File: src/rtl/dp_ram_arbiter.sv
// -----------------------------------------------------------------------------
// dp_ram_arbiter
//
// Purpose:
//   Shares one single-clock dual-port RAM (one write port, one read port with
//   registered read data) between two writers and two readers. The write port
//   and the read port each have their own two-way round-robin arbiter with
//   valid/ready handshakes. Accesses at or beyond DEPTH are accepted but never
//   reach the RAM; they set a sticky error flag, and an out-of-range read still
//   returns a zero response. Read data is routed back to the issuing reader
//   exactly one cycle after its handshake.
//
// Parameters:
//   DW     data width in bits
//   DEPTH  RAM depth in words (need not be a power of two)
//   AW     address width, derived from DEPTH (do not override)
//
// Ports:
//   clk, resetn                 clock (posedge) and asynchronous active-low reset
//   wr0_*/wr1_*                 write requesters: valid, ready, addr, data
//   rd0_valid/rd1_valid         read requests
//   rd0_ready/rd1_ready         read grants (combinational)
//   rd0_addr/rd1_addr           read addresses
//   rd0_rvalid/rd1_rvalid       one pulse per accepted read, 1 cycle later
//   rd0_rdata/rd1_rdata         read data, holds its last value between pulses
//   err                         sticky out-of-range flag, cleared by reset only
//   ram_we, ram_wa, ram_wd      RAM write port
//   ram_re, ram_ra              RAM read port
//   ram_rd                      RAM read data, valid the cycle after ram_re
// -----------------------------------------------------------------------------
module dp_ram_arbiter #(
    parameter int DW    = 18,
    parameter int DEPTH = 360,
    parameter int AW    = $clog2(DEPTH)
) (
    input  logic          clk,
    input  logic          resetn,

    input  logic          wr0_valid,
    output logic          wr0_ready,
    input  logic [AW-1:0] wr0_addr,
    input  logic [DW-1:0] wr0_data,

    input  logic          wr1_valid,
    output logic          wr1_ready,
    input  logic [AW-1:0] wr1_addr,
    input  logic [DW-1:0] wr1_data,

    input  logic          rd0_valid,
    output logic          rd0_ready,
    input  logic [AW-1:0] rd0_addr,
    output logic          rd0_rvalid,
    output logic [DW-1:0] rd0_rdata,

    input  logic          rd1_valid,
    output logic          rd1_ready,
    input  logic [AW-1:0] rd1_addr,
    output logic          rd1_rvalid,
    output logic [DW-1:0] rd1_rdata,

    output logic          err,

    output logic          ram_we,
    output logic [AW-1:0] ram_wa,
    output logic [DW-1:0] ram_wd,
    output logic          ram_re,
    output logic [AW-1:0] ram_ra,
    input  logic [DW-1:0] ram_rd
);

    localparam logic [31:0] DEPTH_U = 32'(DEPTH);

    // Two-way round-robin grant. A lone requester always wins; on contention
    // the requester selected by the pointer wins. Grants are forced low while
    // reset is asserted so nothing handshakes during reset.
    function automatic logic [1:0] rr_grant(input logic [1:0] req,
                                            input logic       ptr,
                                            input logic       run);
        logic [1:0] g;
        g[0] = run && req[0] && (!req[1] || !ptr);
        g[1] = run && req[1] && (!req[0] ||  ptr);
        return g;
    endfunction

    // ------------------------------------------------------------------
    // Requester vectors
    // ------------------------------------------------------------------
    logic [1:0]    w_wr_valid;
    logic [1:0]    w_rd_valid;
    logic [AW-1:0] w_wr_addr [2];
    logic [AW-1:0] w_rd_addr [2];
    logic [1:0]    w_wr_inrange;
    logic [1:0]    w_rd_inrange;

    assign w_wr_valid   = {wr1_valid, wr0_valid};
    assign w_rd_valid   = {rd1_valid, rd0_valid};
    assign w_wr_addr[0] = wr0_addr;
    assign w_wr_addr[1] = wr1_addr;
    assign w_rd_addr[0] = rd0_addr;
    assign w_rd_addr[1] = rd1_addr;

    // Range check is done per requester in a 32-bit domain so that a
    // power-of-two DEPTH (where DEPTH itself does not fit in AW bits) works.
    genvar gi;
    generate
        for (gi = 0; gi < 2; gi++) begin : g_range
            assign w_wr_inrange[gi] = ({{(32-AW){1'b0}}, w_wr_addr[gi]} < DEPTH_U);
            assign w_rd_inrange[gi] = ({{(32-AW){1'b0}}, w_rd_addr[gi]} < DEPTH_U);
        end
    endgenerate

    // ------------------------------------------------------------------
    // Arbitration
    // ------------------------------------------------------------------
    logic       r_wptr;
    logic       r_rptr;
    logic [1:0] w_wr_gnt;
    logic [1:0] w_rd_gnt;
    logic       w_wr_any;
    logic       w_rd_any;
    logic       w_wr_win_ok;
    logic       w_rd_win_ok;

    assign w_wr_gnt = rr_grant(w_wr_valid, r_wptr, resetn);
    assign w_rd_gnt = rr_grant(w_rd_valid, r_rptr, resetn);
    assign w_wr_any = |w_wr_gnt;
    assign w_rd_any = |w_rd_gnt;

    assign wr0_ready = w_wr_gnt[0];
    assign wr1_ready = w_wr_gnt[1];
    assign rd0_ready = w_rd_gnt[0];
    assign rd1_ready = w_rd_gnt[1];

    // At most one grant per port, so the winner is simply "granted 1?".
    // When idle the muxes fall through to requester 0.
    assign w_wr_win_ok = w_wr_gnt[1] ? w_wr_inrange[1] : w_wr_inrange[0];
    assign w_rd_win_ok = w_rd_gnt[1] ? w_rd_inrange[1] : w_rd_inrange[0];

    assign ram_we = w_wr_any && w_wr_win_ok;
    assign ram_wa = w_wr_gnt[1] ? wr1_addr : wr0_addr;
    assign ram_wd = w_wr_gnt[1] ? wr1_data : wr0_data;
    assign ram_re = w_rd_any && w_rd_win_ok;
    assign ram_ra = w_rd_gnt[1] ? rd1_addr : rd0_addr;

    // The pointer always moves to the requester that did not win: a grant to
    // 0 points at 1 and vice versa. With no grant it holds.
    always_ff @(posedge clk or negedge resetn) begin
        if (!resetn) begin
            r_wptr <= 1'b0;
            r_rptr <= 1'b0;
        end else begin
            if (w_wr_any) r_wptr <= w_wr_gnt[0];
            if (w_rd_any) r_rptr <= w_rd_gnt[0];
        end
    end

    // ------------------------------------------------------------------
    // Error flag
    // ------------------------------------------------------------------
    logic r_err;

    always_ff @(posedge clk or negedge resetn) begin
        if (!resetn) begin
            r_err <= 1'b0;
        end else if ((w_wr_any && !w_wr_win_ok) || (w_rd_any && !w_rd_win_ok)) begin
            r_err <= 1'b1;
        end
    end

    assign err = r_err;

    // ------------------------------------------------------------------
    // Read response tracking
    // ------------------------------------------------------------------
    // One outstanding slot is enough: the RAM has fixed one-cycle latency and
    // responses cannot be back-pressured. Reset drops any pending response.
    logic r_resp_valid;
    logic r_resp_id;
    logic r_resp_oor;

    always_ff @(posedge clk or negedge resetn) begin
        if (!resetn) begin
            r_resp_valid <= 1'b0;
            r_resp_id    <= 1'b0;
            r_resp_oor   <= 1'b0;
        end else begin
            r_resp_valid <= w_rd_any;
            r_resp_id    <= w_rd_gnt[1];
            r_resp_oor   <= !w_rd_win_ok;
        end
    end

    logic [DW-1:0] w_resp_data;
    logic [1:0]    w_rvalid;
    logic [DW-1:0] w_rdata [2];
    logic [DW-1:0] r_rdata_hold [2];

    // Out-of-range reads never touched the RAM, so ram_rd is stale for them.
    assign w_resp_data = r_resp_oor ? '0 : ram_rd;

    // Each reader sees live RAM data in its response cycle and otherwise the
    // last value it was given.
    generate
        for (gi = 0; gi < 2; gi++) begin : g_resp
            assign w_rvalid[gi] = r_resp_valid && (r_resp_id == 1'(gi));
            assign w_rdata[gi]  = w_rvalid[gi] ? w_resp_data : r_rdata_hold[gi];

            always_ff @(posedge clk or negedge resetn) begin
                if (!resetn) begin
                    r_rdata_hold[gi] <= '0;
                end else if (w_rvalid[gi]) begin
                    r_rdata_hold[gi] <= w_resp_data;
                end
            end
        end
    endgenerate

    assign rd0_rvalid = w_rvalid[0];
    assign rd1_rvalid = w_rvalid[1];
    assign rd0_rdata  = w_rdata[0];
    assign rd1_rdata  = w_rdata[1];

endmodule

File: config.mk
export PLATFORM = sky130hd
export DESIGN_NAME = dp_ram_arbiter
export DESIGN_NICKNAME = d
export VERILOG_FILES = /design/src/rtl/dp_ram_arbiter.sv
export SDC_FILE = /design/constraint.sdc
export NUM_CORES = 1
export LEC_CHECK = 0
export CORE_MARGIN = 10
export CORE_UTILIZATION = 33
export CTS_CLUSTER_DIAMETER = 80
export CTS_CLUSTER_SIZE = 30
export DETAILED_ROUTE_END_ITERATION = 6
export PLACE_DENSITY = 0.82
export RECOVER_POWER = 50
export SYNTH_ARGS = -nofsm -noshare
export SYNTH_HDL_FRONTEND = slang
export SYNTH_SLANG_ARGS = --single-unit
File: constraint.sdc
create_clock -name clk -period 1.7 [get_ports clk]
set_input_delay 0.255 -clock clk [delete_from_list [all_inputs] [get_ports clk]]
set_output_delay 0.255 -clock clk [all_outputs]
set_load 0.005 [all_outputs]
* After elaboration in Yosys (flattened, before gate mapping) *
Index checks and enable logic that the tools add are counted.

storage, ports and cells
  output and inout bits = 81
  bits of input ports = 96
  flip-flop bits (word level) = 42
  word-level logic and storage cells = 50

cells by class
  $lt $le $gt $ge = 4
  reduce and logical (&&, ||, !) cells = 29
  bitwise operators = 1
  muxes and demuxes = 8

operators with widths
  kind                                       count
  2-to-1 mux 18 bit                          4
  < comparator 9 bit, second input constant  4
  2-to-1 mux 9 bit                           2
  logical AND 1 bit                          14
  zero test 1 bit                            8
  logical OR 1 bit                           5
  OR reduction 2 bit                         2
  2-to-1 mux 1 bit                           2
  NOT 1 bit                                  1

* Logic depth before layout (Yosys ltp) *
Gate-level depths: netlist of run 1.

  depth after elaboration = 7
  gate-level depth with buffers = 5
  depth with buffers taken out = 4

* Worst setup path after synthesis of run 1 *
No wires, ideal clock.

  path type = register to output
  start point = register r_wptr
  end point = output port ram_wd[10]
  path buffers = 2
  stages on the path, launching flop included = 6
  required time = 1,445 ps
  arrival = 1,217 ps
  path slack = 228 ps
  cells stage by stage = dfrtp_1 -> inv_1 -> a21oi_2 -> buf_6 -> buf_4 -> mux2_2

on the way
  longest elaborated chain between the ends = 3

RTL lines
  item                    RTL line  text
  start, declared         115       logic r_wptr;
  start signal, assigned  152       if (w_wr_any) r_wptr <= w_wr_gnt[0];
  logical OR 1 bit        81        g[1] = run && req[1] && (!req[0] || ptr);
  logical AND 1 bit       81
  via wr1_ready           45        output logic wr1_ready,
  2-to-1 mux 18 bit       141       assign ram_wd = w_wr_gnt[1] ? wr1_data : wr0_data;
  end, declared           65        output logic [DW-1:0] ram_wd,

The timed path passes the listed nets, and every way through them passes these cells.

* Worst setup path in the final report of run 1 *
  start point = register r_wptr
  end point = output port ram_wd[6]

on the way
  longest elaborated chain between the ends = 3

RTL lines
  item               RTL line
  logical OR 1 bit   81
  logical AND 1 bit  81
  2-to-1 mux 18 bit  141

No other way between the ends.

==> summary.md, run 1 <==
| Metric | Value |
|---|---|
| Wirelength per Cell | `22.0 um` |
| First-pass GRT wire length | `16900 um` |
| DRC errors left | `0` |
| EDFF count, synth | `0` |
| Reg-to-reg slack, setup | `-0.04 ns` |
| Power Dens Cells | `719 nW/um^2` |
| Clock root buffer | `clkbuf_8` |
| Post-synth top flop | `dfrtp_1` |
| LEAKAGE | `0.00259 uW` |
| Worst rel slew slack | `0.465` |
| Fill cells | `343` |
| Setup total negative slack | `-6.11 ns` |
| Dpl cells | `498` |
| Crit path max fanout | `8` |
| Total grt overflow | `0` |
| Register area | `1050 um^2` |
| Fin. Hold Viols | `0` |
| GP Congestion | `0.745` |
| Die area | `10100 um^2` |
| Vias in the first global route | `2999` |
| WP data required | `1.44 ns` |
| Core area | `6310 um^2` |
| Layout cells sized above 1 | `0.573` |
| Final Setup Violations | `45` |
| Status | `finished, violations left` |
| Mean Syn Cell Area | `9.97 um^2` |
| Syn Nets | `311` |
| Total power | `3810 uW` |
| CTS Sinks | `42` |
| Setup WS post-layout | `-0.189 ns` |
| Synth-to-Final Area Change | `147%` |
| Cell area after synthesis | `2140 um^2` |
| Worst R2R End | `err` |
| Worst r2r path cells | `8` |
| Worst Hold Class | `input pin to async pin` |
| Setup repair after global routing missed its margin | `yes` |
| Failing checks | `setup timing` |
| Initial antenna violation count | `1` |
| Final non-filler cell total | `551` |
| Largest cells by area after synthesis | `dfrtp_1 49%, mux2_2 19%, o21ai_0 10%` |
| Worst slew pin tran | `0.803 ns` |
| Die Wd | `101 um` |
| Reg2Reg Launch Point | `r_wptr` |
| Overall routing resource usage | `0.213` |
| Synthesis Warnings | `0` |
| Site Rows | `29` |
| Post-route minimum period | `1.89 ns` |
| DRT iter0 DRCs | `75` |
| First-pass DRT Iterations | `4` |
| Max-cap viol count | `0` |
| CTS Buf Count | `5` |
| # IOs | `177` |
| Peak VDD IR | `0.549 mV` |
| Final slew viol count | `0` |
| Via density | `4.97` |
| Sequential element share of the synthesized area | `0.490` |
| Startpoint types | `register` |
| Top cells by count, synth | `44 x o21ai_0, 43 x nand2_1, 42 x dfrtp_1, 36 x mux2_2, 19 x nand2b_1` |
| TritonCTS clock tree | `built` |
| Layout Nets | `568` |
| CTS H-Tree Depth | `2` |
| Routed Antenna Nets | `0` |
| Clock tree buffer depth | `2` |
| Vias | `2741` |
| IO buf count | `176` |
| Final period util | `1.11` |
| Critical Path End Type | `output pin` |
| Yosys reg bits | `42` |
| Util after Layout | `0.840` |
| Cells after synthesis | `215` |
| Worst-path clk slew | `0.08 ns` |
| Setup CP Type | `register to output pin` |
| Area of the multi-input gates | `1530 um^2` |
| Routed wire length | `12100 um` |
| Worst Clk Skew | `0.00802 ns` |
| Clk_lat worst skew | `0.29 ns` |
| Fraction of registers with async set/reset | `1.00` |
| Die Ht | `101 um` |
| Critical Path AT | `1.63 ns` |
| Peak Freq | `0.529 GHz` |
| Initial cell density of the core | `0.339` |
| Final HPWL DP | `7540 um` |
| Top-count cell post-synth | `o21ai_0` |
| Post-synth top area share | `0.490` |
| Largest net degree at the start of global routing | `34` |
| Cell variety after synth | `17` |
| Area leader, netlist | `dfrtp_1` |
==> power breakdown <==
| part | switching [uW] | internal, uW |
|---|---|---|
| clock | 337 | 326 |
| combinational | 763 | 1120 |
| sequential | 77.5 | 1190 |
| total | 1180 | 2640 |
==> logic make-up (layout without fill, tap and decap cells) <==
kind of cell | Yosys count | count (layout) | share of synthesized area
other | 0 | 1 | 0
flip-flops | 42 | 42 | 0.490
AND/OR/NAND/NOR | 64 | 64 | 0.134
AO/OA/AOI/OAI | 54 | 54 | 0.141
buffers and inverters | 17 | 275 | 0.0362
multiplexers | 38 | 38 | 0.198
==> layer usage <==
metal	global-route usage	up-vias	part of all wire
li1	-	1260	-
met1	0.214	1363	0.33
met2	0.409	97	0.59
met3	0.0604	21	0.054
met4	0.0620	0	0.027
met5	0	-	0
==> critical path, cell delays in order, from the launching register on <==
cell and delay, ns:
dfrtp_1 0.38, inv_2 0.06, a21oi_4 0.18, buf_6 0.14, buf_12 0.14, mux2_4 0.33, buf_6 0.12
==> per-stage QoR <==
| stage | hold slack, ns | setup WS, ns | instance area, um^2 |
|---|---|---|---|
| after CTS | 0.110 | -0.213 | 5060 |
| after detailed placement | 0.297 | -0.630 | 4270 |
| after floorplan | -0.0406 | 0.228 | 2140 |
| final | 0.249 | -0.189 | 5300 |
| after global routing | 0.321 | -0.225 | 5300 |
| after global placement | 0.291 | -0.597 | 4270 |
==> worst max path at each step <==
stage / from / to / slack [ns] / cells past startpoint
after CTS: r_wptr / ram_wd[4] / -0.21 / 7
after global routing: r_wptr / ram_wd[6] / -0.23 / 6
after detailed placement: wr1_valid / ram_wa[3] / -0.63 / 6
after global placement: wr1_valid / ram_wa[3] / -0.60 / 6
final: r_wptr / ram_wd[6] / -0.19 / 6
after floorplan: r_wptr / ram_wd[10] / 0.23 / 5
==> placed cells by master (no fill, tap or decap), types with 9 or more instances in the layout <==
cell type,n
o21ai_4,10
buf_2,34
nand2b_4,12
dfrtp_1,42
buf_4,51
nand2_1,33
clkdlybuf4s50_1,91
o21ai_2,25
mux2_4,36
dlygate4sd2_1,9
buf_6,59
==> registers in the layout, indices dropped and copies added (netlist names) <==
| signal | count |
|---|---|
| r_rdata_hold | 36 |
| r_resp_valid | 1 |
| err | 1 |
| r_resp_id | 1 |
| r_wptr | 1 |
| r_rptr | 1 |
| r_resp_oor | 1 |
==> repair_timing <==
action	CTS	global route
endpoints found under the setup margin	80	73
setup buffers	28	12
cloned	7	0
pin swaps	14	25
hold buffers	1	0
hold endpoints to repair	9	0
resized for setup	469	86
==> final cells by class <==
| class | count | share of cell area |
|---|---|---|
| Timing Repair Buffer | 262 | 0.472 |
| Tap cell | 77 | 0.0182 |
| Antenna cell | 1 | 0.000472 |
| Clock inverter | 2 | 0.00236 |
| Clock buffer | 6 | 0.0156 |
| Inverter | 5 | 0.00354 |
| Sequential cell | 42 | 0.198 |
| Multi-Input combinational cell | 156 | 0.289 |
No activity file was read; power rests on OpenSTA's default activity.
==> inputs of run 2 (changes only) <==
Settings changed: ABC_AREA from default to 1, CORE_UTILIZATION 33 to 34, PLACE_DENSITY 0.82 to 0.8.
==> run 2 against run 1 <==
Effect of this change:
- total power increased by 1.1%
- first-iteration DRC count grew 4.0%
- clock-buffer cell count unchanged
- synthesized cell count increased by 51%
- hold slack worse by 0.0020 ns
- core utilization shrank 6.7 points
- the flow still finishes with violations (setup timing)
==> summary.md, run 2 <==
| Metric | Value |
|---|---|
| Commonest non-fill, non-tap cells in the layout | `116 x nand2_1, 91 x clkdlybuf4s50_1, 59 x buf_6` |
| IO buf count | `176 (unchanged)` |
| Largest net degree at the start of global routing | `33 (-2.9%)` |
| Sw Share | `0.294 (-0.0145)` |
| Mean Syn Cell Area | `7.34 um^2 (-26%)` |
| Worst Hold Class | `input pin to async pin` |
| Failing checks | `setup timing` |
| Commonest non-fill, non-tap cell in the layout | `nand2_1` |
| First-pass GRT wire length | `17400 um (+2.8%)` |
| Total power | `3860 uW (+1.1%)` |
| Worst rel slew slack | `0.478 (+0.0138)` |
| Cells after synthesis | `325 (+51%)` |
| Die area | `10800 um^2 (+6.4%)` |
| Cell Area, Placed | `4510 um^2 (+5.8%)` |
| Final period util | `1.12 (+0.0128)` |
| DRT iter0 DRCs | `78 (+4.0%)` |
| Overall routing resource usage | `0.197 (-0.0163)` |
| Startpoint types | `register` |
| Worst Clk Skew | `0.0116 ns (+0.00354 ns)` |
| Critical Path AT | `1.66 ns (+0.03 ns)` |
| Final slew viol count | `0 (unchanged)` |
| Fin area | `5250 um^2 (-0.94%)` |
| Power Dens Cells | `734 nW/um^2 (+2.1%)` |
| Routed wire length | `11500 um (-4.8%)` |
| Initial cell density of the core | `0.351 (+0.0115)` |
| LEAKAGE | `0.00282 uW (+8.7%)` |
| Die Wd | `104 um (+3.1%)` |
| Post-synth top flop | `dfrtp_1` |
| TritonCTS clock tree | `built` |
| Metal3 WL | `1180 um (+82%)` |
| Final Setup Violations | `66 (+47%)` |
| Post-route minimum period | `1.91 ns (+0.0218 ns)` |
| Wirelength per Cell | `16.8 um (-24%)` |
| Via density | `4.54 (-8.7%)` |
| Sequential Power Share | `0.324 (-0.009)` |
| Compound-Gate Fraction of Synth Area | `0.0373 (-0.103)` |
| Biggest register | `r_rdata_hold` |
| Top Layer Used | `met4` |
| Core area | `6790 um^2 (+7.6%)` |
| Total grt overflow | `0 (unchanged)` |
| Clk_lat worst skew | `0.29 ns (about the same)` |
| Top-count cell post-synth | `nand2_1` |
| Clk pwr share | `0.201 (+0.027)` |
| Sequential element share of the synthesized area | `0.441 (-0.0497)` |
| Top cells by count, synth | `171 x nand2_1, 42 x dfrtp_1, 31 x inv_1, 23 x nor2_1` |
| Cell variety after synth | `20 (+3)` |
| Max-cap viol count | `0 (unchanged)` |
| Fin Hold WS | `0.247 ns (-0.00203 ns)` |
| Vias in the first global route | `3429 (+14%)` |
| Largest cells by area after synthesis | `dfrtp_1 44%, nand2_1 27%, mux2_4 5.7%` |
| Syn Nets | `421 (+35%)` |
| Clock tree buffer depth | `2 (unchanged)` |
| Final HPWL DP | `8320 um (+10%)` |
| Synth Area in XOR/XNOR | `0 (unchanged)` |
| Yosys reg bits | `42 (unchanged)` |
| # IOs | `177 (unchanged)` |
| Largest register FFs | `36 (unchanged)` |
| CTS Buf Count | `5 (unchanged)` |
| Die Ht | `104 um (+3.1%)` |
| Simple-gate share of the synthesized area | `0.333 (+0.199)` |
| EDFF count, synth | `0 (unchanged)` |
| Site Rows | `30 (+3.4%)` |
| Synthesis Warnings | `0 (unchanged)` |
| Dpl cells | `627 (+26%)` |
| Setup repair after global routing missed its margin | `yes` |
| CP startpoint | `r_resp_id` |
| Vias | `3117 (+14%)` |
| First-pass DRT Iterations | `4 (unchanged)` |
| Worst slew pin tran | `0.783 ns (-0.0207 ns)` |
| Routed Antenna Nets | `0 (unchanged)` |
| Initial antenna violation count | `1 (unchanged)` |
| Clock root buffer | `clkbuf_8` |
| Critical Path End Type | `output pin` |
| Area leader, netlist | `dfrtp_1` |
| Reg2Reg Launch Point | `r_resp_id` |
| Layout cells sized above 1 | `0.448 (-0.125)` |
| Setup CP Type | `register to output pin` |
| Peak VDD IR | `0.352 mV (-36%)` |
| Status | `finished, violations left` |
| Fin. Hold Viols | `0 (unchanged)` |
| CTS Sinks | `42 (unchanged)` |
| Cell area after synthesis | `2380 um^2 (+11%)` |
| Internal power | `2720 uW (+3.2%)` |
| CTS H-Tree Depth | `2 (unchanged)` |
| Routed wl met2 | `6040 um (-15%)` |
| Crit path max fanout | `4 (-4)` |
| Met1 Wirelength | `4170 um (+4.5%)` |
| Worst r2r path cells | `9 (+1)` |
| Pre-CTS setup slack | `-0.467 ns (+0.163 ns)` |
| Comb pwr share | `0.474 (-0.019)` |
| Layout Nets | `684 (+20%)` |
| Sw Pwr | `1130 uW (-3.7%)` |
| Peak Freq | `0.523 GHz (-1.1%)` |
| Synth-to-Final Area Change | `120%` |
| Adder-cell share of the synthesized area | `0 (unchanged)` |
| Worst-path clk slew | `0.08 ns (about the same)` |
| WP data required | `1.44 ns (about the same)` |
| Setup WS post-layout | `-0.211 ns (-0.0218 ns)` |
| DRC errors left | `0 (unchanged)` |
| Final non-filler cell total | `686 (+25%)` |
| Fraction of registers with async set/reset | `1.00 (unchanged)` |
| Multiplexer share of the synthesized area | `0.0992 (-0.0993)` |
| Largest family of logic cells by synthesized area | `simple AND/OR/NAND/NOR gates` |
| GP Congestion | `0.855 (+15%)` |
| Post-synth top area share | `0.441 (-0.0497)` |
| Post-CTS Hold Buffers | `0 (-1)` |
run 2: worst max-delay path: stages (launching register included):
cell and delay (ns):
dfrtp_1 0.41, nor2_4 0.23, clkbuf_16 0.19, buf_6 0.10
mux2_4 0.30, buf_6 0.12
run 2: logic make-up (layout without fill, tap and decap cells):
group	after synthesis	count (layout)
compound gates	14	14
flops	42	42
buf+inv	46	310
mux	18	18
simple gates	205	205
other cells	0	1
run 2: cell type report:
cell class                      count  area (um^2)
Timing Repair Buffer              267         2450
Fill cell                         455         1540
Multi-Input combinational cell    237         1380
Sequential cell                    42         1050
Inverter                           35          139
Tap cell                           96          120
Clock buffer                        6         72.6
Clock inverter                      2         37.5
Antenna cell                        1         2.50
run 2: power by group through the flow:
stage	registers, uW	clock network [uW]	logic, uW
after global routing	1270	845	1970
after CTS	1250	795	1640
final	1250	775	1830
after floorplan	1240	0	500
after global placement	1250	0	1510
after detailed placement	1260	0	1540
run 2: timing repair:
| item | CTS | global route |
|---|---|---|
| setup endpoints to repair | 80 | 72 |
| gates cloned | 6 | 0 |
| pin swaps | 14 | 22 |
| resized for setup | 390 | 92 |
| setup buffers | 35 | 15 |
run 2: path summary, 6_finish.rpt:
| path | to | slack [ns] |
|---|---|---|
| max | rd0_rdata[14] | -0.21 |
| min | r_resp_id | 0.25 |
| max reg2reg | r_rdata_hold[13] | 0.06 |
| min reg2reg | r_rdata_hold[1] | 0.48 |
| max in group asynchronous | r_rdata_hold[30] | 0.66 |
| min in group clk | r_rptr | 0.45 |
run 2: per-stage QoR:
stage / setup TNS [ns] / utilization
after global placement: -17.93 / 0.664
final: -5.69 / 0.773
after global routing: -11.24 / 0.773
after detailed placement: -20.45 / 0.664
after CTS: -3.73 / 0.728
after floorplan: 0 / -
run 2: routing by layer:
metal  vias up  GRT usage
met4         0     0.0378
met5         -          0
li1       1507          -
met3        13      0.102
met2       131      0.362
met1      1466      0.192
==> variant, RTL diff (flow settings as in run 1) <==
Put one more register stage on the output `err`, without a reset. The value now appears one clock later. The other outputs are not delayed to match.
--- a/src/rtl/dp_ram_arbiter.sv
+++ b/src/rtl/dp_ram_arbiter.sv
@@ -167,7 +167,9 @@
         end
     end
 
-    assign err = r_err;
+    always_ff @(posedge clk) begin
+        err <= r_err;
+    end
 
     // ------------------------------------------------------------------
     // Read response tracking
Function: changed (a bounded check fails within 4 cycles, from zero or initial values and one cycle with resetn low).
==> variant against run 1 <==
  * The run still ends with setup timing left
  * Sequential cell count up 1
  * Die area grew 0.75%
  * Routed wire length up 7.7%
  * Total power grew 2.1%
  * Design area grew 0.97%
  * Critical path depth unchanged
  * Clock skew rose by 5.0 ps
  * Synthesized area is 0.93% higher
  * Sequential share of layout area rose by 0.21 points
  * Setup slack got worse by 30 ps
  * Critical path type is now primary input to primary output
  * Largest cell class unchanged
==> variant: results (changes against run 1) <==
| Metric | Value |
|---|---|
| Status | complete, but fails checks |
| Failing checks | setup timing |
| R2r startpoint | r_wptr |
| CP max-delay cell | clkdlybuf4s50_1 |
| Wire per inst | 23.3 um (+5.9%) |
| Max FFs per register | 36 (unchanged) |
| Number of buffers added on ports | 176 (unchanged) |
| Worst Slack Setup Final | -219 ps (-29.7 ps) |
| Setup violations, final | 52 (+16%) |
| Vias in the first global route | 3,121 (+4.1%) |
| Dpl cells | 495 (-0.60%) |
| Crit Path Max Fanout | 2 (-6) |
| Reg with most FFs | r_rdata_hold |
| Vias per std cell | 5.06 (+1.8%) |
| Maximum vdd drop | 0.582 mV (+6.0%) |
| Distinct cells, synth | 18 (+1) |
| Synthesized area per cell | 10.0 um2 (+0.47%) |
| Diode count | 0 (-1) |
| First-pass GRT wire length | 17,300 um (+2.1%) |
| Final GP Congestion | 0.824 (+11%) |
| DP HPWL | 7650 um (+1.3%) |
| Dominant register cell in the synthesized netlist | dfrtp_1 |
| Layout cell share with drive strength beyond 1 | 59.0% (+1.7 points) |
| Post-synthesis sequential area ratio | 49.5% (+0.47 points) |
| H-tree depth | 2 (unchanged) |
| Worst R2R Path Depth | 8 (unchanged) |
| First element of the critical path | rd0_addr[4] |
| Final Skew | 13.0 ps (+5.01 ps) |
| Worst EP arrival | 1660 ps (+30 ps) |
| Total global-route track usage | 21.3% (+0.029 points) |
| R2R Setup Slk | -60 ps (-20 ps) |
| Largest cells by area after synthesis | dfrtp_1 49%, mux2_2 19%, o21ai_0 10% |
| Synthesized net count | 312 (+0.32%) |
| P_leak | 2.61 nW (+0.58%) |
| Antenna violations before repair | 0 (-1) |
| FF-to-FF End | r_err |
| Clock Tree Root | clkbuf_8 |
| Starting DRT DRC Count | 119 (+59%) |
| Largest net degree at the start of global routing | 35 (+2.9%) |
| Setup TNS | -7510 ps (-1390 ps) |
| Layout net count | 578 (+1.8%) |
| Async SR Flop Fraction | 97.7% (-2.3 points) |
| Power Internal | 2.68 mW (+1.7%) |
| Worst setup endpoint | ram_re |
| Non-filler cells, final | 560 (+1.6%) |
| Measured slew at the worst slew-check pin | 832 ps (+29.1 ps) |
| Top cells by count, synth | 44 x o21ai_0, 43 x nand2_1, 42 x dfrtp_1 |
| CP max stage delay | 440 ps (+60 ps) |
variant: changes by cell type after synthesis:
cell / run 1 / this run
dfxtp_1: 0 / 1
variant: kinds of logic (layout without fill, tap and decap cells):
| logic type | after synthesis | after routing | synth area share (%) |
|---|---|---|---|
| buffers and inverters | 17 | 284 | 3.59 |
| DFF | 43 | 43 | 49.5 |
| muxes | 38 | 38 | 19.7 |
| and+or+nand+nor | 64 | 64 | 13.3 |
| AOI/OAI and AO/OA | 54 | 54 | 13.9 |
variant: worst min-delay path by stage:
| stage | endpoint | startpoint | cells after the start | slack [ps] |
|---|---|---|---|---|
| 4_1_cts | r_rdata_hold[31] | resetn | 2 | 90 |
| 3_3_place_gp | r_resp_oor | resetn | 2 | 270 |
| 2_1_floorplan | r_err | resetn | 0 | -40 |
| 6_report | r_rdata_hold[9] | resetn | 2 | 400 |
| 3_5_place_dp | r_resp_valid | resetn | 2 | 260 |
| 5_1_grt | err | r_err | 0 | 410 |
variant: critical path, delay by kind of cell:
family | cells | cell delay [ps]
simple gates | 1 | 150
compound gates | 2 | 520
mux | 1 | 140
buf+inv | 2 | 590
variant: final cells by class:
| type | instances | area, um2 |
|---|---|---|
| Timing Repair Buffer | 271 | 2580 |
| Multi-Input combinational cell | 156 | 1490 |
| Sequential cell | 43 | 1070 |
| Fill cell | 317 | 996 |
| Tap cell | 77 | 96.3 |
| Clock buffer | 7 | 86.3 |
| Inverter | 5 | 18.8 |
| Clock inverter | 1 | 8.76 |
variant: power groups by stage:
| stage | clock (mW) | combinational (mW) | sequential [mW] |
|---|---|---|---|
| after floorplan | 0 | 0.397 | 1.28 |
| after global placement | 0 | 1.41 | 1.28 |
| after detailed placement | 0 | 1.44 | 1.30 |
| after CTS | 0.677 | 1.70 | 1.28 |
| after global routing | 0.739 | 2.04 | 1.32 |
| final | 0.668 | 1.92 | 1.31 |
variant: repair_timing:
action | 4_1_cts | 5_1_grt
hold endpoints to repair | 8 | 0
hold buffers | 1 | 0
endpoints found under the setup margin | 80 | 79
cloned | 5 | 4
pin swaps | 19 | 13
gates resized for setup | 428 | 116
buffers inserted | 36 | 16
variant: routing by layer:
metal / track usage, % / vias up / share of wire, %
met5: 0 / - / 0
met4: 6.00 / 0 / 3.2
met3: 6.58 / 32 / 6.8
met2: 39.9 / 130 / 56
met1: 22.2 / 1396 / 34
li1: - / 1278 / -
variant: stage by stage:
stage	setup WS, ps	power (mW)	utilization [%]	hold WS [ps]	area, um2
finish	-219	3.90	84.3	398	5350
global route	-303	4.10	84.3	407	5350
CTS	-198	3.65	79.9	92.4	5070
detailed placement	-600	2.73	67.2	262	4270
global placement	-563	2.69	67.2	266	4270
floorplan	228	1.67	-	-40.6	2160
